## src/rtl/top_level.sv

```systemverilog
// Streaming NEO spike detector: on detection, captures the windowed peak and
// publishes a pulse, amplitude/polarity class, wrapping count and peak sample.
module top_level #(
    parameter int NEO_THRESH  = 40000,
    parameter int LARGE_AMP   = 1000,
    parameter int WINDOW      = 16,
    parameter int REFRACT_LEN = 32
) (
    input  logic               clk,
    input  logic               rst,
    input  logic signed [15:0] data_in,
    output logic        [31:0] event_out
);

    localparam logic [1:0] S_IDLE    = 2'd0;
    localparam logic [1:0] S_CAPTURE = 2'd1;
    localparam logic [1:0] S_REFRACT = 2'd2;

    localparam int CNT_W = $clog2(WINDOW);
    localparam int RC_W  = (REFRACT_LEN > 1) ? $clog2(REFRACT_LEN) : 1;

    localparam logic signed [33:0] THRESH = 34'(NEO_THRESH);
    localparam logic        [16:0] LARGE  = 17'(LARGE_AMP);
    localparam logic [CNT_W-1:0]   CNT_LAST = CNT_W'(WINDOW - 1);
    localparam logic [RC_W-1:0]    RC_LAST  = RC_W'(REFRACT_LEN - 1);

    // 17-bit magnitude so that -32768 maps to 32768 without wrapping
    function automatic logic [16:0] mag(input logic signed [15:0] v);
        logic signed [16:0] e;
        e = {v[15], v};
        mag = e[16] ? 17'(-e) : 17'(e);
    endfunction

    logic signed [15:0] r_x0, r_x1, r_x2;
    logic signed [15:0] r_peak;
    logic        [1:0]  r_state;
    logic [CNT_W-1:0]   r_cnt;
    logic [RC_W-1:0]    r_rcnt;
    logic        [12:0] r_count;
    logic        [31:0] r_event;

    logic signed [33:0] w_x0e, w_x1e, w_x2e;
    logic signed [33:0] w_psi;
    logic               w_det;
    logic        [16:0] w_mag_x0, w_mag_x1, w_mag_pk, w_mag_next;
    logic signed [15:0] w_peak_next;

    assign w_x0e = {{18{r_x0[15]}}, r_x0};
    assign w_x1e = {{18{r_x1[15]}}, r_x1};
    assign w_x2e = {{18{r_x2[15]}}, r_x2};

    // Full-precision NEO energy; 34 bits hold every product difference exactly
    assign w_psi = (w_x1e * w_x1e) - (w_x0e * w_x2e);
    assign w_det = (w_psi > THRESH);

    assign w_mag_x0 = mag(r_x0);
    assign w_mag_x1 = mag(r_x1);
    assign w_mag_pk = mag(r_peak);

    // Strict compare keeps the earlier sample on magnitude ties
    assign w_peak_next = (w_mag_x0 > w_mag_pk) ? r_x0 : r_peak;
    assign w_mag_next  = mag(w_peak_next);

    always_ff @(posedge clk) begin
        if (rst) begin
            r_x0    <= '0;
            r_x1    <= '0;
            r_x2    <= '0;
            r_peak  <= '0;
            r_state <= S_IDLE;
            r_cnt   <= '0;
            r_rcnt  <= '0;
            r_count <= '0;
            r_event <= '0;
        end else begin
            r_x2       <= r_x1;
            r_x1       <= r_x0;
            r_x0       <= data_in;
            r_event[31] <= 1'b0;

            case (r_state)
                S_IDLE: begin
                    r_peak <= (w_mag_x0 > w_mag_x1) ? r_x0 : r_x1;
                    if (w_det) begin
                        r_state <= S_CAPTURE;
                        r_cnt   <= '0;
                    end
                end
                S_CAPTURE: begin
                    r_peak <= w_peak_next;
                    r_cnt  <= r_cnt + 1'b1;
                    if (r_cnt == CNT_LAST) begin
                        r_event <= {1'b1,
                                    (w_mag_next >= LARGE),
                                    w_peak_next[15],
                                    r_count + 13'd1,
                                    w_peak_next};
                        r_count <= r_count + 13'd1;
                        r_state <= S_REFRACT;
                        r_rcnt  <= '0;
                    end
                end
                S_REFRACT: begin
                    if (r_rcnt == RC_LAST) begin
                        r_state <= S_IDLE;
                    end else begin
                        r_rcnt <= r_rcnt + 1'b1;
                    end
                end
                default: r_state <= S_IDLE;
            endcase
        end
    end

    assign event_out = r_event;

endmodule

```

## config.mk

```make
export PLATFORM = sky130hd
export DESIGN_NAME = top_level
export DESIGN_NICKNAME = d
export VERILOG_FILES = /design/src/rtl/top_level.sv
export SDC_FILE = /design/constraint.sdc
export NUM_CORES = 2
export LEC_CHECK = 0
export ABC_AREA = 1
export CORE_MARGIN = 8
export CORE_UTILIZATION = 50
export CTS_CLUSTER_DIAMETER = 50
export DETAILED_ROUTE_END_ITERATION = 7
export PLACE_DENSITY = 0.62
export SLEW_MARGIN = 20
export SYNTH_ARGS = -nofsm -noshare
export SYNTH_HDL_FRONTEND = slang
export SYNTH_SLANG_ARGS = --single-unit
```

## constraint.sdc

```tcl
create_clock -name clk -period 12 [get_ports clk]
set_input_delay 2.4 -clock clk [delete_from_list [all_inputs] [get_ports clk]]
set_output_delay 2.4 -clock clk [all_outputs]
set_load 0.02 [all_outputs]
```

==> impl_results.md <==
- Initial DRT Pass Iterations: 6
- Slew HR: 21.2%
- Layout cell share with drive strength beyond 1: 2.83%
- # fillers: 5182
- Max VDD drop: 0.000192 V
- Switching pwr: 3210 uW
- R2R Setup Slk: 3.13 ns
- Largest net degree at the start of global routing: 65
- CTS resizes: 0
- Die width: approximately 250 um
- Total vias in the final route: 21200
- Count of pins over their slew limit: 0
- Final Routed Wirelength: 73.3 mm
- Critical Path Start Type: flip-flop
- H-tree depth: 3
- Slowest Stage Delay on Critical Path: approximately 0.7 ns
- CP max stage cell: dfxtp_1
- DRC viols: 0
- Flip-flop and latch count after synthesis: about 110
- Internal Power: 2030 uW
- Initial Utilization: 50.2%
- Final HPWL DP: 61.1 mm
- Area grow syn2layout: 5.29%
- Vias in the first global route: 23100
- Leak Pwr: about 0.015 uW
- Status: complete, no violations
- Longest Clk Path Bufs: 2
- Reg-to-reg endpoint: r_cnt[2]$_SDFFE_PP0P_
- Routability cong.: 0.934
- Worst-margin pin slew: 1.18 ns
- CTS clk-pin slew, worst paths: 0.08 ns
- Drt wl/cell: 17.8 um
- Mapped cell area: 26900 um^2
- Most common cell on crit path: fa_1
- Pwr Total: 5240 uW
- Post-CTS Setup Inserts: 0
- Total congestion overflow: 0
- Cell Rows: 85
- Final net count: 4217
- Max cap viols: 0
- Worst reg2reg startpoint: r_x0[15]$_SDFF_PP0_
- CTS Hold Buffers Added: 0
- Final ANT Viol Nets: 0
- Design area: 28300 um^2
- # diodes: 0
- Setup_tns: 0 ns
- Setup violators final: 0
- Vias/cell: around 5.1
- Highest clock rate: approximately 110 MHz
- Post-synth EDFFs: 0
- Syn Inst Count: 3460
- Critical Path RT: 12.29 ns
- Sequential-to-total area share from yosys stat: 7.90%
- Period minus WS final: 8.87 ns
- Flop pwr share: 7.9%
- Endpoint class of the critical path: flip-flop
- Arrival time at the worst endpoint: 9.16 ns
- IO Pins: 50
- Multi-input logic area: 20300 um^2
- Ys Warns: 0
- Register Area: approximately 2100 um^2
- Die area: 61400 um^2
- WHS Path Cells: 1
- HP Class: reg -> reg
- CP bufs+invs: 6
- Hold_sp: event_out[28]$_SDFFE_PP0P_
- Clock sinks: 106
- Power Dens Cells: 185 nW/um^2
- Post-synthesis cell type count: 47
- TritonCTS Buffers: 9
- GRT Util Overall: 25.2%
- Average size of a mapped cell: 7.76 um^2
- Main synth FF type: dfxtp_1
- Final Hold Violating Endpoints: 0
- Clk Latency, worst-skew pair: ~0.36 ns
- Root Driver: clkbuf_16
- Die height: between 200 and 250 um
- Initial DRC Count: roughly 1500
- Clk_skew: 0.00906 ns
- FF-to-FF path depth: 29
- Switching share of power: between 60 and 70%
- Core Area: 53500 um^2
- Post-placement cell count: 4113
- CP delay by family, top: adder cells
- First-pass GRT wire length: around 120 mm
- Input/output buffers: 49
- CTS tree: yes
- Clock power share: 6.1%
- Type of the worst setup path: reg -> reg
- Hold Path End: event_out[28]$_SDFFE_PP0P_
- Worst hold slack: 0.452 ns
- Logic pwr share: 86.0%
- RSZ-0062 raised after global routing: no
- Placed inst area: 28000 um^2
- Period Utilization, post-route: 73.9%
- Crit Path Max Fanout: 16
- Final Instance Count excl. Fillers: 4129
- Antenna violations before repair: 2
- Asr flop ratio synth: 0%
cell usage after synthesis (6+ instances only):
cell type  count  area (um^2)
inv_1       1049         3940
nand2_1      685         2570
fa_1         558        11200
ha_1         213         2670
nor2_1       190          713
nand3_1      113          566
dfxtp_1      106         2120
clkbuf_1     100          375
o21ai_0       96          480
a21oi_1       95          475
xor2_1        54          473
nand4_1       32          200
nor3_1        28          140
buf_1         20         75.1
nand2_2       15         93.8
xnor2_1       10         87.6
o221ai_1       8         70.1
or2_2          7         43.8
nand3b_1       6         45.0
power by group through the flow:
stage / combinational [uW] / sequential, uW / clock (uW)
floorplan: 3170 / 400 / 0
detailed placement: 4450 / 421 / 0
global route: 5100 / 417 / 339
finish: 4510 / 414 / 319
CTS: 4470 / 412 / 324
global placement: 4430 / 420 / 0
worst max path at each step:
stage | start | cells after the start | to | slack (ns)
2_1_floorplan | r_x0[15]$_SDFF_PP0_ | 33 | r_cnt[0]$_SDFFE_PP0P_ | 4.49
3_3_place_gp | r_x0[15]$_SDFF_PP0_ | 29 | r_cnt[3]$_SDFFE_PP0P_ | 3.26
3_5_place_dp | r_x0[15]$_SDFF_PP0_ | 29 | r_cnt[2]$_SDFFE_PP0P_ | 3.18
4_1_cts | r_x0[15]$_SDFF_PP0_ | 29 | r_cnt[2]$_SDFFE_PP0P_ | 3.17
5_1_grt | r_x0[15]$_SDFF_PP0_ | 31 | r_cnt[2]$_SDFFE_PP0P_ | 2.63
6_report | r_x0[15]$_SDFF_PP0_ | 29 | r_cnt[2]$_SDFFE_PP0P_ | 3.13
state kept, by name, indices dropped and copies added (netlist names):
register   flops
r_cnt          4
r_x0          16
r_x1          16
r_x2          16
event_out     19
r_state        2
r_rcnt         5
r_count       12
r_peak        16
cell usage in the layout, fill, tap and decap left out, drive strengths merged, types with 3 or more instances in the layout:
cell | netlist | layout
a21oi | 96 | 96
a31oi | 4 | 4
and3 | 4 | 4
buf | 27 | 34
clkbuf | 100 | 11
clkdlybuf4s50 | 0 | 48
clkinv | 4 | 4
conb | 2 | 4
dfxtp | 106 | 106
fa | 558 | 558
ha | 213 | 213
inv | 1054 | 1057
nand2 | 700 | 700
nand3 | 115 | 115
nand3b | 6 | 6
nand4 | 34 | 34
nor2 | 196 | 196
nor3 | 30 | 30
nor4 | 5 | 5
o211ai | 4 | 4
o21ai | 105 | 105
o21bai | 5 | 5
o221ai | 8 | 8
o22ai | 3 | 3
or2 | 7 | 7
xnor2 | 10 | 10
xor2 | 54 | 54
per-stage QoR:
step                      setup WS, ns  utilization (%)
after floorplan                   4.49                -
after global placement            3.26             52.3
after detailed placement          3.18             52.3
after CTS                         3.17             52.8
after global routing              2.63             52.9
final                             3.13             52.9
kinds of logic after synthesis:
family | synth area share (%)
compound gates | 4.76
xor+xnor | 2.09
fa+ha+maj | 51.5
buf+inv | 16.7
flops | 7.90
other cells | 0.0280
simple gates | 17.0
routing by layer:
| layer | share of wire (%) | vias up | global-route usage [%] |
|---|---|---|---|
| met1 | 40 | 10600 | 31.1 |
| li1 | - | 9881 | - |
| met2 | 50 | 626 | 45.1 |
| met4 | 3.6 | 4 | 8.24 |
| met3 | 6.0 | 156 | 3.36 |
| met5 | 0.037 | - | 0 |
area by class of cell:
type	instances	share of cell area [%]
Sequential cell	106	7.51
Inverter	1058	14.0
Multi-Input combinational cell	2171	71.7
Clock buffer	11	0.858
Tap cell	696	3.08
Clock inverter	5	0.243
Timing Repair Buffer	82	2.59
Power figures use the tool's default switching activity.
